[config.mk]
export PLATFORM = sky130hd
export DESIGN_NAME = frame_readback
export DESIGN_NICKNAME = d
export VERILOG_FILES = /design/src/rtl/frame_readback_pkg.sv /design/src/rtl/frame_readback_fifo.sv /design/src/rtl/frame_readback.sv
export SDC_FILE = /design/constraint.sdc
export NUM_CORES = 1
export LEC_CHECK = 0
export ABC_AREA = 1
export BUFFER_PORTS_ARGS = -buffer_cell sky130_fd_sc_hd__buf_2
export CORE_ASPECT_RATIO = 1.5
export CORE_MARGIN = 5
export CORE_UTILIZATION = 58
export DETAILED_ROUTE_END_ITERATION = 6
export PLACE_DENSITY = 0.8
export RECOVER_POWER = 25
export SETUP_SLACK_MARGIN = 0.1
export SYNTH_ARGS = -nofsm -noshare
export SYNTH_HDL_FRONTEND = slang
export SYNTH_SLANG_ARGS = --single-unit
[constraint.sdc]
create_clock -name clk_i -period 3.6 [get_ports clk_i]
set_clock_uncertainty 0.05 [all_clocks]
set_input_delay 0.18 -clock clk_i [delete_from_list [all_inputs] [get_ports clk_i]]
set_output_delay 0.18 -clock clk_i [all_outputs]
set_load 0.1 [all_outputs]
[src/rtl/frame_readback_pkg.sv]
// Shared widths and controller state encoding for the frame readback path.
package frame_readback_pkg;

    localparam int RGB_W   = 24;
    localparam int SRAM_AW = 18;
    localparam int SRAM_DW = 32;

    typedef enum logic [1:0] {
        ST_IDLE  = 2'd0,
        ST_READ  = 2'd1,
        ST_DRAIN = 2'd2,
        ST_DONE  = 2'd3
    } rb_state_e;

endpackage

[src/rtl/frame_readback_fifo.sv]
// Show-ahead circular FIFO: the head word is always on rdata_o, count_o tracks occupancy.
module readback_fifo #(
    parameter  int DEPTH = 4,
    parameter  int WIDTH = 24,
    localparam int CW    = $clog2(DEPTH + 1),
    localparam int AW    = (DEPTH > 1) ? $clog2(DEPTH) : 1
) (
    input  logic             clk_i,
    input  logic             rst_ni,
    input  logic             push_i,
    input  logic [WIDTH-1:0] wdata_i,
    input  logic             pop_i,
    output logic [WIDTH-1:0] rdata_o,
    output logic             empty_o,
    output logic [CW-1:0]    count_o
);

    logic [WIDTH-1:0] mem_q [DEPTH];
    logic [AW-1:0]    wr_q, rd_q;
    logic [CW-1:0]    count_q;
    logic             full, do_push, do_pop;

    function automatic logic [AW-1:0] ptr_inc(input logic [AW-1:0] p);
        return (p == AW'(DEPTH - 1)) ? '0 : p + 1'b1;
    endfunction

    assign full    = (count_q == CW'(DEPTH));
    assign empty_o = (count_q == '0);
    assign count_o = count_q;
    assign rdata_o = mem_q[rd_q];
    // A push into a full FIFO is legal only when the head leaves in the same cycle.
    assign do_push = push_i && (!full || pop_i);
    assign do_pop  = pop_i && !empty_o;

    always_ff @(posedge clk_i or negedge rst_ni) begin
        if (!rst_ni) begin
            for (int i = 0; i < DEPTH; i++) mem_q[i] <= '0;
            wr_q    <= '0;
            rd_q    <= '0;
            count_q <= '0;
        end else begin
            if (do_push) begin
                mem_q[wr_q] <= wdata_i;
                wr_q        <= ptr_inc(wr_q);
            end
            if (do_pop) rd_q <= ptr_inc(rd_q);
            count_q <= count_q + CW'(do_push) - CW'(do_pop);
        end
    end

    a_no_overflow : assert property (@(posedge clk_i) disable iff (!rst_ni)
        !(push_i && full && !pop_i));

endmodule

[src/rtl/frame_readback.sv]
// Streams an IMG_WIDTH x IMG_HEIGHT frame out of SRAM with credit-limited reads.
// Optional FRAME_READBACK_CHECKSUM_EN adds frame_checksum_o (sum of popped pixels).
module frame_readback
    import frame_readback_pkg::*;
#(
    parameter int IMG_WIDTH    = 32,
    parameter int IMG_HEIGHT   = 32,
    parameter int READ_LATENCY = 2,
    parameter int FIFO_DEPTH   = 4
) (
    input  logic               clk_i,
    input  logic               rst_ni,
    input  logic               enable_i,
    input  logic [SRAM_AW-1:0] starting_address_i,
    output logic [SRAM_AW-1:0] sram_addr_o,
    output logic               sram_rden_o,
    input  logic [SRAM_DW-1:0] sram_rdata_i,
    output logic [RGB_W-1:0]   pixel_data_o,
    output logic               pixel_valid_o,
    input  logic               pixel_ready_i,
    output logic               line_end_o,
    output logic               frame_end_o,
    output logic               busy_o,
`ifdef FRAME_READBACK_CHECKSUM_EN
    output logic [31:0]        frame_checksum_o,
`endif
    output logic               done_o
);

    localparam logic [1:0] S_IDLE  = ST_IDLE;
    localparam logic [1:0] S_READ  = ST_READ;
    localparam logic [1:0] S_DRAIN = ST_DRAIN;
    localparam logic [1:0] S_DONE  = ST_DONE;

    localparam int NPIX = IMG_WIDTH * IMG_HEIGHT;
    localparam int NW   = $clog2(NPIX + 1);
    localparam int HW   = (IMG_WIDTH > 1) ? $clog2(IMG_WIDTH) : 1;
    localparam int VW   = (IMG_HEIGHT > 1) ? $clog2(IMG_HEIGHT) : 1;
    localparam int CW   = $clog2(FIFO_DEPTH + 1);
    localparam int OW   = 8;

    logic [1:0]              state_q, state_d;
    logic [SRAM_AW-1:0]      ptr_q, ptr_d;
    logic [NW-1:0]           issued_q, issued_d;
    logic [HW-1:0]           hcount_q, hcount_d;
    logic [VW-1:0]           vcount_q, vcount_d;
    logic [READ_LATENCY-1:0] pipe_q, pipe_d, pipe_shift;
    logic [OW-1:0]           inflight, occupancy, count_next;
    logic [CW-1:0]           fifo_count;
    logic                    fifo_empty, rden, push, pop, line_last;
    logic [7:0]              rdata_unused;

    assign rdata_unused = sram_rdata_i[31:24];

    readback_fifo #(.DEPTH(FIFO_DEPTH), .WIDTH(RGB_W)) u_fifo (
        .clk_i   (clk_i),
        .rst_ni  (rst_ni),
        .push_i  (push),
        .wdata_i (sram_rdata_i[RGB_W-1:0]),
        .pop_i   (pop),
        .rdata_o (pixel_data_o),
        .empty_o (fifo_empty),
        .count_o (fifo_count)
    );

    always_comb begin
        inflight = '0;
        for (int i = 0; i < READ_LATENCY; i++) inflight = inflight + OW'(pipe_q[i]);
    end

    // Credits = FIFO_DEPTH - fifo_count - in_flight; issue only while one is left.
    assign occupancy  = OW'(fifo_count) + inflight;
    assign rden       = (state_q == S_READ) && (occupancy < OW'(FIFO_DEPTH));
    assign push       = pipe_q[READ_LATENCY-1];
    assign pop        = pixel_valid_o && pixel_ready_i;
    assign count_next = OW'(fifo_count) + OW'(push) - OW'(pop);
    assign pipe_shift = pipe_q << 1;
    assign pipe_d     = pipe_shift | READ_LATENCY'(rden);

    always_comb begin
        state_d  = state_q;
        ptr_d    = ptr_q;
        issued_d = issued_q;
        hcount_d = hcount_q;
        vcount_d = vcount_q;
        if (pop) begin
            if (line_last) begin
                hcount_d = '0;
                vcount_d = (vcount_q == VW'(IMG_HEIGHT - 1)) ? '0 : vcount_q + 1'b1;
            end else begin
                hcount_d = hcount_q + 1'b1;
            end
        end
        case (state_q)
            S_IDLE: if (enable_i) begin
                state_d  = S_READ;
                ptr_d    = starting_address_i;
                issued_d = '0;
                hcount_d = '0;
                vcount_d = '0;
            end
            S_READ: if (rden) begin
                ptr_d    = ptr_q + 1'b1;
                issued_d = issued_q + 1'b1;
                if (issued_q == NW'(NPIX - 1)) state_d = S_DRAIN;
            end
            // Leave on the edge that empties the pipeline so done follows the last pop directly.
            S_DRAIN: if (pipe_shift == '0 && count_next == '0) state_d = S_DONE;
            S_DONE:  if (!enable_i) state_d = S_IDLE;
            default: state_d = S_IDLE;
        endcase
    end

    always_ff @(posedge clk_i or negedge rst_ni) begin
        if (!rst_ni) begin
            state_q  <= S_IDLE;
            ptr_q    <= '0;
            issued_q <= '0;
            hcount_q <= '0;
            vcount_q <= '0;
            pipe_q   <= '0;
        end else begin
            state_q  <= state_d;
            ptr_q    <= ptr_d;
            issued_q <= issued_d;
            hcount_q <= hcount_d;
            vcount_q <= vcount_d;
            pipe_q   <= pipe_d;
        end
    end

    assign line_last     = (hcount_q == HW'(IMG_WIDTH - 1));
    assign sram_rden_o   = rden;
    assign sram_addr_o   = rden ? ptr_q : '0;
    assign pixel_valid_o = !fifo_empty;
    assign line_end_o    = pixel_valid_o && line_last;
    assign frame_end_o   = line_end_o && (vcount_q == VW'(IMG_HEIGHT - 1));
    assign busy_o        = (state_q == S_READ) || (state_q == S_DRAIN);
    assign done_o        = (state_q == S_DONE);

`ifdef FRAME_READBACK_CHECKSUM_EN
    logic [31:0] csum_q;

    always_ff @(posedge clk_i or negedge rst_ni) begin
        if (!rst_ni)                                csum_q <= '0;
        else if (state_q == S_IDLE && enable_i)     csum_q <= '0;
        else if (pop)                               csum_q <= csum_q + 32'(pixel_data_o);
    end

    assign frame_checksum_o = csum_q;
`endif

endmodule

# After elaboration in Yosys (flattened, before gate mapping)
# Cells that the tools add are included.
dict set report word_totals {
  elab_cells 95
  regBits 146
}
dict set report classes {
  n_reduce_logical 19
  addsub 12
  muxes 30
  bitwise 3
  eq_ne 14
  order_cmp 4
}
# cell n
set op_table {}
lappend op_table {{96-bit bitwise mux} 1}
lappend op_table {{24-bit 2-to-1 mux} 3}
lappend op_table {{18-bit 2-to-1 mux} 3}
lappend op_table {{24-bit binary-select mux with 2-bit select} 1}
lappend op_table {{24-bit demux with 2-bit select} 1}
lappend op_table {{5-bit 2-to-1 mux} 9}
lappend op_table {{18-bit case mux with 2 select lines} 1}
lappend op_table {{11-bit 2-to-1 mux} 2}
lappend op_table {{11-bit case mux with 2 select lines} 1}
lappend op_table {{18-bit by 1-bit adder with 18-bit output, second input constant} 1}
lappend op_table {{2-bit 2-to-1 mux} 7}
lappend op_table {{11-bit by 1-bit adder with 11-bit output, second input constant} 1}
lappend op_table {{11-bit by 10-bit == test with 1-bit output, second input constant} 1}
lappend op_table {{5-bit by 1-bit adder with 5-bit output, second input constant} 2}
lappend op_table {{5-bit == test, second input constant} 2}
lappend op_table {{2-bit == test, second input constant} 4}
lappend op_table {{1-bit logical AND} 8}
lappend op_table {{8-bit zero test} 1}
lappend op_table {{2-bit != test, second input constant} 4}
lappend op_table {{2-bit case mux with 4 select lines} 1}
lappend op_table {{3-bit greater-or-equal comparator, second input constant} 2}
lappend op_table {{2-bit inverter with 3-bit output} 2}
lappend op_table {{5-bit AND reduction} 1}
lappend op_table {{4-bit by 1-bit subtractor with 5-bit output} 1}
lappend op_table {{18 further kinds} 22}

# Depth between registers and ports, before layout
dict set report depth {
  depth_word 8
  mapped_depth 18
}

# Cells and area by module
# Synthesis repeated with hierarchy kept, for this count alone.
dict set report hier_totals {
  hier_cells 1058
  area_unflattened_um2 8150.3
}
# module cells_per_inst instances seq_area_each_um2 area_per_inst_um2
set by_module_without_submodules {}
lappend by_module_without_submodules {readback_fifo 607 1 2577.5 5064.9}
lappend by_module_without_submodules {frame_readback 451 1 1076.0 3085.5}

# Least setup slack after synthesis
# Ideal clock, no wire load.
dict set report synth_path {
  path_kind {register -> output}
  startpoint {register u_fifo.count_q[0] (netlist: u_fifo.count_o[0])}
  endpoint {output sram_addr_o[10]}
  stages_incl_launch_ff 11
  n_path_buf 1
  t_required_ns 3.370
  setup_slack_ns -1.121
  arrival_ns 4.491
  cell_sequence {dfrtp_1 ha_1 nand2_1 nand2_1 nand2_1 nand2_1 nand3_1 nor2_1 clkinv_1 buf_2 nor2_1}
}
dict set report synth_via {
  elab_chain_cells 4
}
# item line_no
set synth_lines {}
lappend synth_lines {{start: declaration} frame_readback_fifo.sv:20} ;# logic [CW-1:0] count_q;
lappend synth_lines {{start signal: assignment} frame_readback_fifo.sv:47} ;# count_q <= count_q + CW'(do_push) - CW'(do_pop);
lappend synth_lines {{3-bit by 2-bit adder with 4-bit output} frame_readback.sv:72} ;# assign occupancy = OW'(fifo_count) + inflight;
lappend synth_lines {{4-bit by 3-bit < comparator with 1-bit output} frame_readback.sv:73} ;# assign rden = (state_q == S_READ) && (occupancy < OW'(FIFO_DEPTH));
lappend synth_lines {{1-bit logical AND} frame_readback.sv:73}
lappend synth_lines {{via sram_rden_o} frame_readback.sv:16} ;# output logic sram_rden_o,
lappend synth_lines {{18-bit 2-to-1 mux} frame_readback.sv:134} ;# assign sram_addr_o = rden ? ptr_q : '0;
lappend synth_lines {{end: declaration} frame_readback.sv:15} ;# output logic [SRAM_AW-1:0] sram_addr_o,
# The timed path passes the listed nets, and every way through them passes these cells.

# Final worst setup path
dict set report layout_path {
  startpoint {register u_fifo.count_q[0] (netlist: u_fifo.count_o[0])}
  endpoint {output sram_addr_o[17]}
}
dict set report layout_via {
  elab_chain_cells 4
}
# item line_no
set layout_lines {}
lappend layout_lines {{3-bit by 2-bit adder with 4-bit output} frame_readback.sv:72}
lappend layout_lines {{4-bit by 3-bit < comparator with 1-bit output} frame_readback.sv:73}
lappend layout_lines {{1-bit logical AND} frame_readback.sv:73}
lappend layout_lines {{18-bit 2-to-1 mux} frame_readback.sv:134}
# Every way passes these cells.

==> reports/qor.yml <==
timing:
  fmax_mhz: 317
  slew_headroom_pct: -53.2
  fin_setup_tns_ps: 0
  fin_crit_ps: 3150
  setup_slack_ps: 450
  fin_crit_sh_pct: 87.5
  finalSetupViolations: 0
  hold_viol: 0
  worst_slew_pin_slew_ps: 2300
  slew_violations: 91
  rsz0062_at_grt: "no"
route:
  drt-total-wl_um: 20000
  drt_iter0_markers: 336
  vias_per_cell: 5.55
  drc: 1
  antenna_left: 0
  routedWlPerCell_um: 15.1
  first_pass_iters: 7
  vias: 7314
global_route:
  grt_pass1_vias: 7227
  grt_first_pass_wirelength_um: 33800
  grt.total_usage_pct: 25.3
  antenna_found_initial: 0
  grt_start_max_net_pins: 101
  overflow: 0
critical_path:
  end_kind: "output port"
  critPathArrivalTime_ps: 2920
  cp.required_ps: 3370
  worstSetupStartpointType: "flop"
  reg2reg_slack_ps: 830
  crit_fanout: 18
  r2r_cells: 16
  path_class: "reg -> out"
yosys:
  synthesis.area_mm2: 0.00792
  avgSynthCellArea_um2: 7.53
  ys.flop_type: "dfrtp_1"
  synth_nets: 1133
  yosysMostFrequentCell: "nand2_1"
  synthesis.instances: 1052
  synth.distinct_cells: 31
  yosys.area.top_type: "dfrtp_1"
  yosys_warnings: 0
  synth_top_area_share_pct: 46.2
  synth_edf_count: 0
  netlist_top_cells_count: "nand2_1, dfrtp_1, o21ai_0"
  async_reset_ff_share_pct: 100
  synth-seq-cells: 146
  ys_seq_area_share_pct: 46.2
  synth.area.top_cells: "dfrtp_1, nand2_1, o21ai_0"
floorplan:
  core_mm2: 0.0135
  rows: 52
  die_w_um: 105
  ios: 102
  initial_core_util_pct: 58.8
  die_h_um: 153
  die_area_mm2: 0.0161
clock_network:
  post_cts.repair.setup_buffers: 0
  clkLatencyLatePin_ps: 420
  cts_max_level: 4
  cts_made_buffers: 17
  clock_path_buffers: 2
  clockRootBuffer: "clkbuf_16"
  tritoncts: "yes"
  cts_resized: 0
  postCtsHoldBufs: 26
  path_clk_slew_ps: 60
  cts.sinks: 146
place:
  portBuffers: 93
  place_inst: 1262
  dp_hpwl_um: 12200
  routabilityCongestion: 0.839
  place_worst_setup_slack_ps: 816
layout:
  areaGrowthSynthToFinish_pct: 19.9
  nets: 1226
  layoutNonFillerInstCount: 1319
  antenna_cells: 0
  drive_above_1_share_pct: 13.6
outcome:
  failed_checks: "design-rule violations, max-capacitance violations, max-slew violations"
  status: "complete, but fails checks"
run:
  drv_cap: 1
hold_path:
  min_path_cells: 5
  hold_class: "in -> reg"
## cell families after synthesis
group                    after synthesis  synth area share [%]
AO/OA/AOI/OAI                        214                  14.0
XOR/XNOR                               9                 0.996
adder cells (fa/ha/maj)               27                  4.46
buffers and inverters                126                  7.16
flip-flops                           146                  46.2
AND/OR/NAND/NOR                      530                  27.2
## placed cells by master, fill, tap and decap left out, drive strengths merged
cell,synthesis,routed
o211ai,1,1
nor3,8,8
clkbuf,29,23
o22ai,24,24
nand3,43,43
a31oi,1,1
a21oi,7,7
and2,2,2
or2,6,6
fa,2,2
nand4,7,7
nand2,345,345
ha,25,25
clkinvlp,0,3
xor2,9,9
o31ai,1,1
inv,70,71
o21ai,180,180
clkinv,3,7
buf,24,100
nor2,119,119
dlygate4sd3,0,26
dfrtp,146,146
bufinv,0,1
## worst paths after layout
kind	startpoint	endpoint
worst min register to register	pipe_q[0]	pipe_q[1]
worst max register to register	u_fifo.count_o[1]	state_q[1]
min in group asynchronous	rst_ni	u_fifo.mem_q[10]
worst max-delay path	u_fifo.count_o[0]	sram_addr_o[17]
worst min-delay path	starting_address_i[6]	ptr_q[6]
max in group asynchronous	rst_ni	u_fifo.mem_q[60]
## worst max-delay path, cell delays in order (launching register included)
cell and delay [ps]:
dfrtp_1 430, ha_1 290, nand2_1 50, nand2_1 90
nand2_1 60, nand2_1 60, nand3_1 180, nor2_4 170
clkinv_1 540, nor2_1 410, buf_12 220
## flip-flops by register name (all words and copies together) (netlist names)
name / cells
hcount_q: 5
issued_q: 11
pipe_q: 2
ptr_q: 18
state_q: 2
u_fifo.count_o: 3
u_fifo.mem_q: 96
u_fifo.rd_q: 2
u_fifo.wr_q: 2
vcount_q: 5
## per-stage QoR
stage,util (%),hold WS [ps],instance area (µm²)
5_1_grt,70.5,40.8,9490
6_report,70.5,9.36,9490
3_3_place_gp,64.5,265,8680
3_5_place_dp,64.5,259,8680
2_1_floorplan,-,-166,7950
4_1_cts,70.5,1.05,9500
## layout make-up
| class | instances | area, µm² |
|---|---|---|
| sequential | 146 | 3650 |
| inverter | 73 | 282 |
| fill | 1102 | 3980 |
| multi-input combinational | 780 | 3730 |
| clock buffer | 22 | 474 |
| clock inverter | 9 | 81.3 |
| timing repair buffer | 127 | 1070 |
| tap | 162 | 203 |
## per-layer routing
layer  wire length, µm  part of all wire, %  vias up  global-route usage (%)
met4               376                  1.9        0                    8.69
met5                 0                    0        -                       0
met1              7840                   39     3454                    30.5
met3              1070                  5.4       37                    4.51
met2             10700                   53      242                    45.3
li1                  -                    -     3581                       -
Power is left out: the tool's default activity adds up to more than one toggle a clock period on the data nets, which glitch-free logic cannot reach.
